File: src/rtl/cacheline_adapter_pkg.sv
// Shared types and defaults for the cache-line <-> memory burst adapter.
package cacheline_adapter_pkg;

    localparam int BURST_W_DEF = 64;
    localparam int BURSTS_DEF  = 4;
    localparam int LINE_W_DEF  = BURST_W_DEF * BURSTS_DEF;

    typedef logic [BURST_W_DEF-1:0] burst_t;
    typedef logic [LINE_W_DEF-1:0]  line_t;

    typedef enum logic [1:0] {
        IDLE,
        READ,
        WRITE,
        DONE
    } state_t;

endpackage

File: src/rtl/cacheline_adapter_stats.sv
// Completed-transaction counters for the cache-line adapter; both wrap at 2^32.
module cacheline_adapter_stats (
    input  logic        clk,
    input  logic        rst,
    input  logic        rd_done,
    input  logic        wr_done,
    output logic [31:0] rd_count_o,
    output logic [31:0] wr_count_o
);

    always_ff @(posedge clk) begin
        if (rst) begin
            rd_count_o <= '0;
            wr_count_o <= '0;
        end else begin
            if (rd_done) rd_count_o <= rd_count_o + 32'd1;
            if (wr_done) wr_count_o <= wr_count_o + 32'd1;
        end
    end

endmodule

File: src/rtl/cacheline_adapter.sv
// Splits a cache-line read/write into BURSTS memory beats and reassembles reads.
// Optional transaction counters are built when CACHELINE_ADAPTER_STATS_EN is defined.
module cacheline_adapter
    import cacheline_adapter_pkg::*;
#(
    parameter int BURST_W = BURST_W_DEF,
    parameter int BURSTS  = BURSTS_DEF
) (
    input  logic                        clk,
    input  logic                        rst,
    input  logic [BURST_W*BURSTS-1:0]   line_i,
    output logic [BURST_W*BURSTS-1:0]   line_o,
    input  logic [31:0]                 address_i,
    input  logic                        read_i,
    input  logic                        write_i,
    output logic                        resp_o,
    input  logic [BURST_W-1:0]          burst_i,
    output logic [BURST_W-1:0]          burst_o,
    output logic [31:0]                 address_o,
    output logic                        read_o,
    output logic                        write_o,
    input  logic                        resp_i,
    output logic [31:0]                 rd_count_o,
    output logic [31:0]                 wr_count_o
);

    // state | meaning
    // IDLE  | waiting for a cache request; write has priority over read
    // READ  | collecting BURSTS beats from memory into line_o
    // WRITE | presenting latched line to memory one beat at a time
    // DONE  | one-cycle resp_o pulse back to the cache

    localparam int          LINE_W    = BURST_W * BURSTS;
    localparam int          BEAT_W    = (BURSTS > 1) ? $clog2(BURSTS) : 1;
    localparam logic [31:0] ADDR_MASK = 32'hFFFF_FFE0;

    state_t              state;
    logic [BEAT_W-1:0]   beat;
    logic [LINE_W-1:0]   line_q;
    logic [LINE_W-1:0]   wdata_q;
    logic [31:0]         addr_q;
    logic                last_beat;

    assign last_beat = (beat == BEAT_W'(BURSTS - 1));
    assign line_o    = line_q;
    assign address_o = addr_q;
    assign burst_o   = wdata_q[int'(beat)*BURST_W +: BURST_W];

    always_ff @(posedge clk) begin
        if (rst) begin
            state   <= IDLE;
            beat    <= '0;
            line_q  <= '0;
            wdata_q <= '0;
            addr_q  <= '0;
            read_o  <= 1'b0;
            write_o <= 1'b0;
            resp_o  <= 1'b0;
        end else begin
            case (state)
                IDLE: begin
                    if (write_i) begin
                        wdata_q <= line_i;
                        addr_q  <= address_i & ADDR_MASK;
                        beat    <= '0;
                        write_o <= 1'b1;
                        state   <= WRITE;
                    end else if (read_i) begin
                        addr_q  <= address_i & ADDR_MASK;
                        beat    <= '0;
                        read_o  <= 1'b1;
                        state   <= READ;
                    end
                end
                READ: begin
                    if (resp_i) begin
                        line_q[int'(beat)*BURST_W +: BURST_W] <= burst_i;
                        if (last_beat) begin
                            beat   <= '0;
                            read_o <= 1'b0;
                            resp_o <= 1'b1;
                            state  <= DONE;
                        end else begin
                            beat <= beat + BEAT_W'(1);
                        end
                    end
                end
                WRITE: begin
                    if (resp_i) begin
                        if (last_beat) begin
                            beat    <= '0;
                            write_o <= 1'b0;
                            resp_o  <= 1'b1;
                            state   <= DONE;
                        end else begin
                            beat <= beat + BEAT_W'(1);
                        end
                    end
                end
                DONE: begin
                    resp_o <= 1'b0;
                    state  <= IDLE;
                end
                default: begin
                    read_o  <= 1'b0;
                    write_o <= 1'b0;
                    resp_o  <= 1'b0;
                    state   <= IDLE;
                end
            endcase
        end
    end

`ifdef CACHELINE_ADAPTER_STATS_EN
    logic rd_done;
    logic wr_done;

    // Pulses on the edge that enters DONE, so counts update together with resp_o.
    assign rd_done = (state == READ)  && resp_i && last_beat;
    assign wr_done = (state == WRITE) && resp_i && last_beat;

    cacheline_adapter_stats u_stats (
        .clk        (clk),
        .rst        (rst),
        .rd_done    (rd_done),
        .wr_done    (wr_done),
        .rd_count_o (rd_count_o),
        .wr_count_o (wr_count_o)
    );
`else
    assign rd_count_o = '0;
    assign wr_count_o = '0;
`endif

endmodule

File: config.mk
export PLATFORM = sky130hd
export DESIGN_NAME = cacheline_adapter
export DESIGN_NICKNAME = d
export VERILOG_FILES = /design/src/rtl/cacheline_adapter_pkg.sv /design/src/rtl/cacheline_adapter_stats.sv /design/src/rtl/cacheline_adapter.sv
export SDC_FILE = /design/constraint.sdc
export NUM_CORES = 1
export LEC_CHECK = 0
export CAP_MARGIN = 25
export CORE_AREA = 4 4 304 306
export CTS_BUF_LIST = sky130_fd_sc_hd__clkbuf_8 sky130_fd_sc_hd__clkbuf_16
export DETAILED_ROUTE_END_ITERATION = 10
export DIE_AREA = 0 0 308 310
export GPL_TIMING_DRIVEN = 0
export PLACE_DENSITY_LB_ADDON = 0.12
export SYNTH_ARGS = -nofsm -noshare
export SYNTH_HDL_FRONTEND = slang
export SYNTH_SLANG_ARGS = --single-unit
export TNS_END_PERCENT = 5
File: constraint.sdc
create_clock -name clk -period 5.35 [get_ports clk]
set_input_delay 1.07 -clock clk [delete_from_list [all_inputs] [get_ports clk]]
set_output_delay 1.07 -clock clk [all_outputs]
set_load 0.02 [all_outputs]
==> qor.txt, run 1 <==
Leakage power - 11.73 nW
Clock Latency Late Sink - 610 ps
Syn Std Cell Area - 20,960 um^2
Syn Area/Cell - 9.002 um^2
DR iter-0 viols - 1,054
Row cnt - 110
Resize count post-CTS - 0
Critical path class - flop to output pin
Hold Violations, Final - 0
Critical Path Start - beat[1]
Multi-input gate area in the final layout - 8798 um^2
TritonCTS Sinks - 546
Root Buffer - clkbuf_16
Clock Path Buffers - 3
Final Critical Period - 4334 ps
Crit path launch type - flop
Peak Freq - 230.8 MHz
Antenna violations before repair - 30
Worst hold path type - flop to flop
All-Layer GR Usage - 0.1975
WP data required - 4280 ps
First-pass GRT wire length - 139,400 um
Actual slew at the worst max-slew pin - 918.5 ps
Relative slew slack - 0.3860
Die area - 95,480 um^2
Clock skew - 20.09 ps
Worst path slowest cell - buf_1
Hold path depth - 2
Crit. End Element - output pin
Vias - 20,180
Crit-path max FO - 10
Synth top cells by count - 639 x nand2_1, 546 x dfxtp_1, 351 x a21oi_1, 119 x nor2_1, 116 x a32oi_1
Reg area - 10,930 um^2
Via density - 4.580
Status - finished, final reports clean
Post-DRT Antenna Nets - 0
Residual DRC count - 0
PortBufs - 699
WL final - 99,050 um
Fill cells - 9,174
Initial Util - 0.2339
Finished layout cell area - 31,980 um^2
Reg2Reg Depth - 11
Vias in the first global route - 20,630
Core ar. - 89,600 um^2
Worst Hold Path EP - line_o[8]
Setup bufs post-CTS - 0
Nets - 3,538
CTS clk-pin slew, worst paths - 60 ps
Setup tns final - 0 ps
Hold bufs inserted after CTS - 0
RSZ-0062 raised after global routing - false
Worst r2r dst - line_o[250]
Library cells used by synthesis - 36
Reg-to-Reg Start - beat[0]
Number of setup violations in the final report - 0
Number of synthesis warnings - 0
Max-slew violations - 0
Mapped Cells - 2,328
Area growth, synth to finish - 52.59%
Setup slack, reg-to-reg - 2130 ps
Post-DP Area - 29,710 um^2
Post-synth EDFFs - 0
DRT Pass-1 Iters - 5
Seq cells post-synth - 546
Detailed placement HPWL - 78,800 um
CTS tree - done
Largest net degree at the start of global routing - 13
H-tree Lvls - 3
Layout cells sized above 1 - 0.1039
Crit share post-route - 0.8100
FFs w/ async S/R, synth - 0
Wire per inst - 22.49 um
Post-synth top area share - 0.5216
Largest vdd supply drop - 0.0002136 V
CP peak stage delay - 620 ps
Area contributors post-synth - dfxtp_1 52%, nand2_1 11%, a21oi_1 8.4%
Max Cap Viol - 0
Hold path startpoint - line_o[8]
Worst path arrival time - 3260 ps
Die Width - 308 um
Dominant synthesized flop cell - dfxtp_1
CTS buffer count - 69
Die Height - 310 um
Largest area contributor in the netlist - dfxtp_1
RD Place Congestion - 0.8833
GR Overflow Total - 0
Power per cell area - 416.3 nW/um^2
# IOs - 776
Critical Path, Cell by Cell - buf_2, buf_1, mux4_2, clkdlybuf4s50_1
Post-synthesis sequential area ratio - 0.5216
Most common cell in the netlist - nand2_1
[sequential cells by signal, indices dropped and copies added (netlist names)]
name       flops
write_o        1
state          2
resp_o         1
beat           2
line_o       256
address_o     27
wdata_q      256
read_o         1
[cells by family (layout without fill, tap and decap cells)]
kind of cell    Yosys count  in the layout  synth area share
compound gates          557            557            0.1670
fa+ha+maj                13             13          0.007761
buf+inv                 283           1101           0.07081
flops                   546            546            0.5216
mux                      67             67           0.07021
other cells               1             84         0.0001789
simple gates            861            861            0.1625
[layout by cell type, fill, tap and decap left out, types with 3 or more instances in the layout]
master,instances
a21oi_1,351
a22o_1,62
a32oi_1,116
and3_1,3
buf_1,20
buf_2,73
buf_4,84
bufinv_16,3
clkbuf_1,98
clkbuf_16,71
clkbuf_8,13
clkdlybuf4s50_1,699
clkinv_2,10
conb_1,69
dfxtp_1,546
diode_2,15
ha_1,13
inv_1,17
inv_6,3
mux2i_1,3
mux4_2,64
nand2_1,639
nand3_1,82
nand3b_1,3
nor2_1,119
nor2b_1,5
o21ai_0,17
or3_1,3
[per-stage QoR]
step / worst slack, ps / hold slack (ps) / util / power (mW) / cells
5_1_grt: 848.1 / 467.8 / 0.3566 / 14.00 / 4395
6_report: 1016 / 450.4 / 0.3569 / 13.31 / 4405
3_3_place_gp: 1579 / 439.5 / 0.3313 / 8.808 / 4271
3_5_place_dp: 1539 / 443.5 / 0.3316 / 8.874 / 4273
4_1_cts: 866.2 / 451.4 / 0.3565 / 13.51 / 4390
2_1_floorplan: 2781 / 433.1 / - / 7.096 / 2396
[worst max path at each step]
stage                        to  slack [ps]
floorplan           burst_o[26]        2780
global placement    burst_o[62]        1580
detailed placement  burst_o[62]        1540
CTS                 burst_o[62]         870
global route        burst_o[62]         850
finish              burst_o[61]        1020
[report_power, final]
part / internal (mW) / switching, mW
Combinational: 1.50 / 2.42
Clock: 2.74 / 1.83
Sequential: 4.55 / 0.274
Total: 8.78 / 4.53
[per-layer routing]
| metal | track usage | part of all wire | vias up | routed length (um) |
|---|---|---|---|---|
| li1 | - | - | 9639 | - |
| met3 | 0.06902 | 0.082 | 181 | 8140 |
| met4 | 0.07401 | 0.035 | 30 | 3442 |
| met2 | 0.3496 | 0.50 | 698 | 49140 |
| met1 | 0.2190 | 0.38 | 9627 | 38110 |
| met5 | 0 | 0.0021 | - | 208 |
[cell type report]
type	instances	share of cell area
Timing Repair Buffer	701	0.2197
Inverter	6	0.0007043
Antenna cell	15	0.001174
Clock buffer	84	0.06115
Sequential cell	546	0.3418
Clock inverter	33	0.008608
Buffer	277	0.04570
Tap cell	1176	0.04601
Multi-Input combinational cell	1567	0.2751
[worst max-delay path, delay by kind of cell (launching register included)]
kind     cells  cell delay [ps]
flops        1              490
mux          1              510
buf+inv      3             1660
No activity file was read; power rests on OpenSTA's default activity.
==> run 2: changes to the inputs <==
==> constraint.sdc (replaced) <==
create_clock -name clk -period 4.5 [get_ports clk]
set_input_delay 0.9 -clock clk [delete_from_list [all_inputs] [get_ports clk]]
set_output_delay 0.9 -clock clk [all_outputs]
set_load 0.02 [all_outputs]
==> results of run 2 <==
The final DEF is identical to that of run 1. Status: finished, final reports clean.
Main changes from that run: setup slack after placement 1539 ps -> 859.0 ps; setup slack after layout 1016 ps -> 336.4 ps; register-to-register setup slack 2130 ps -> 1280 ps; total power 13.31 mW -> 15.83 mW; worst IR drop on VDD 0.0002136 V -> 0.0002540 V
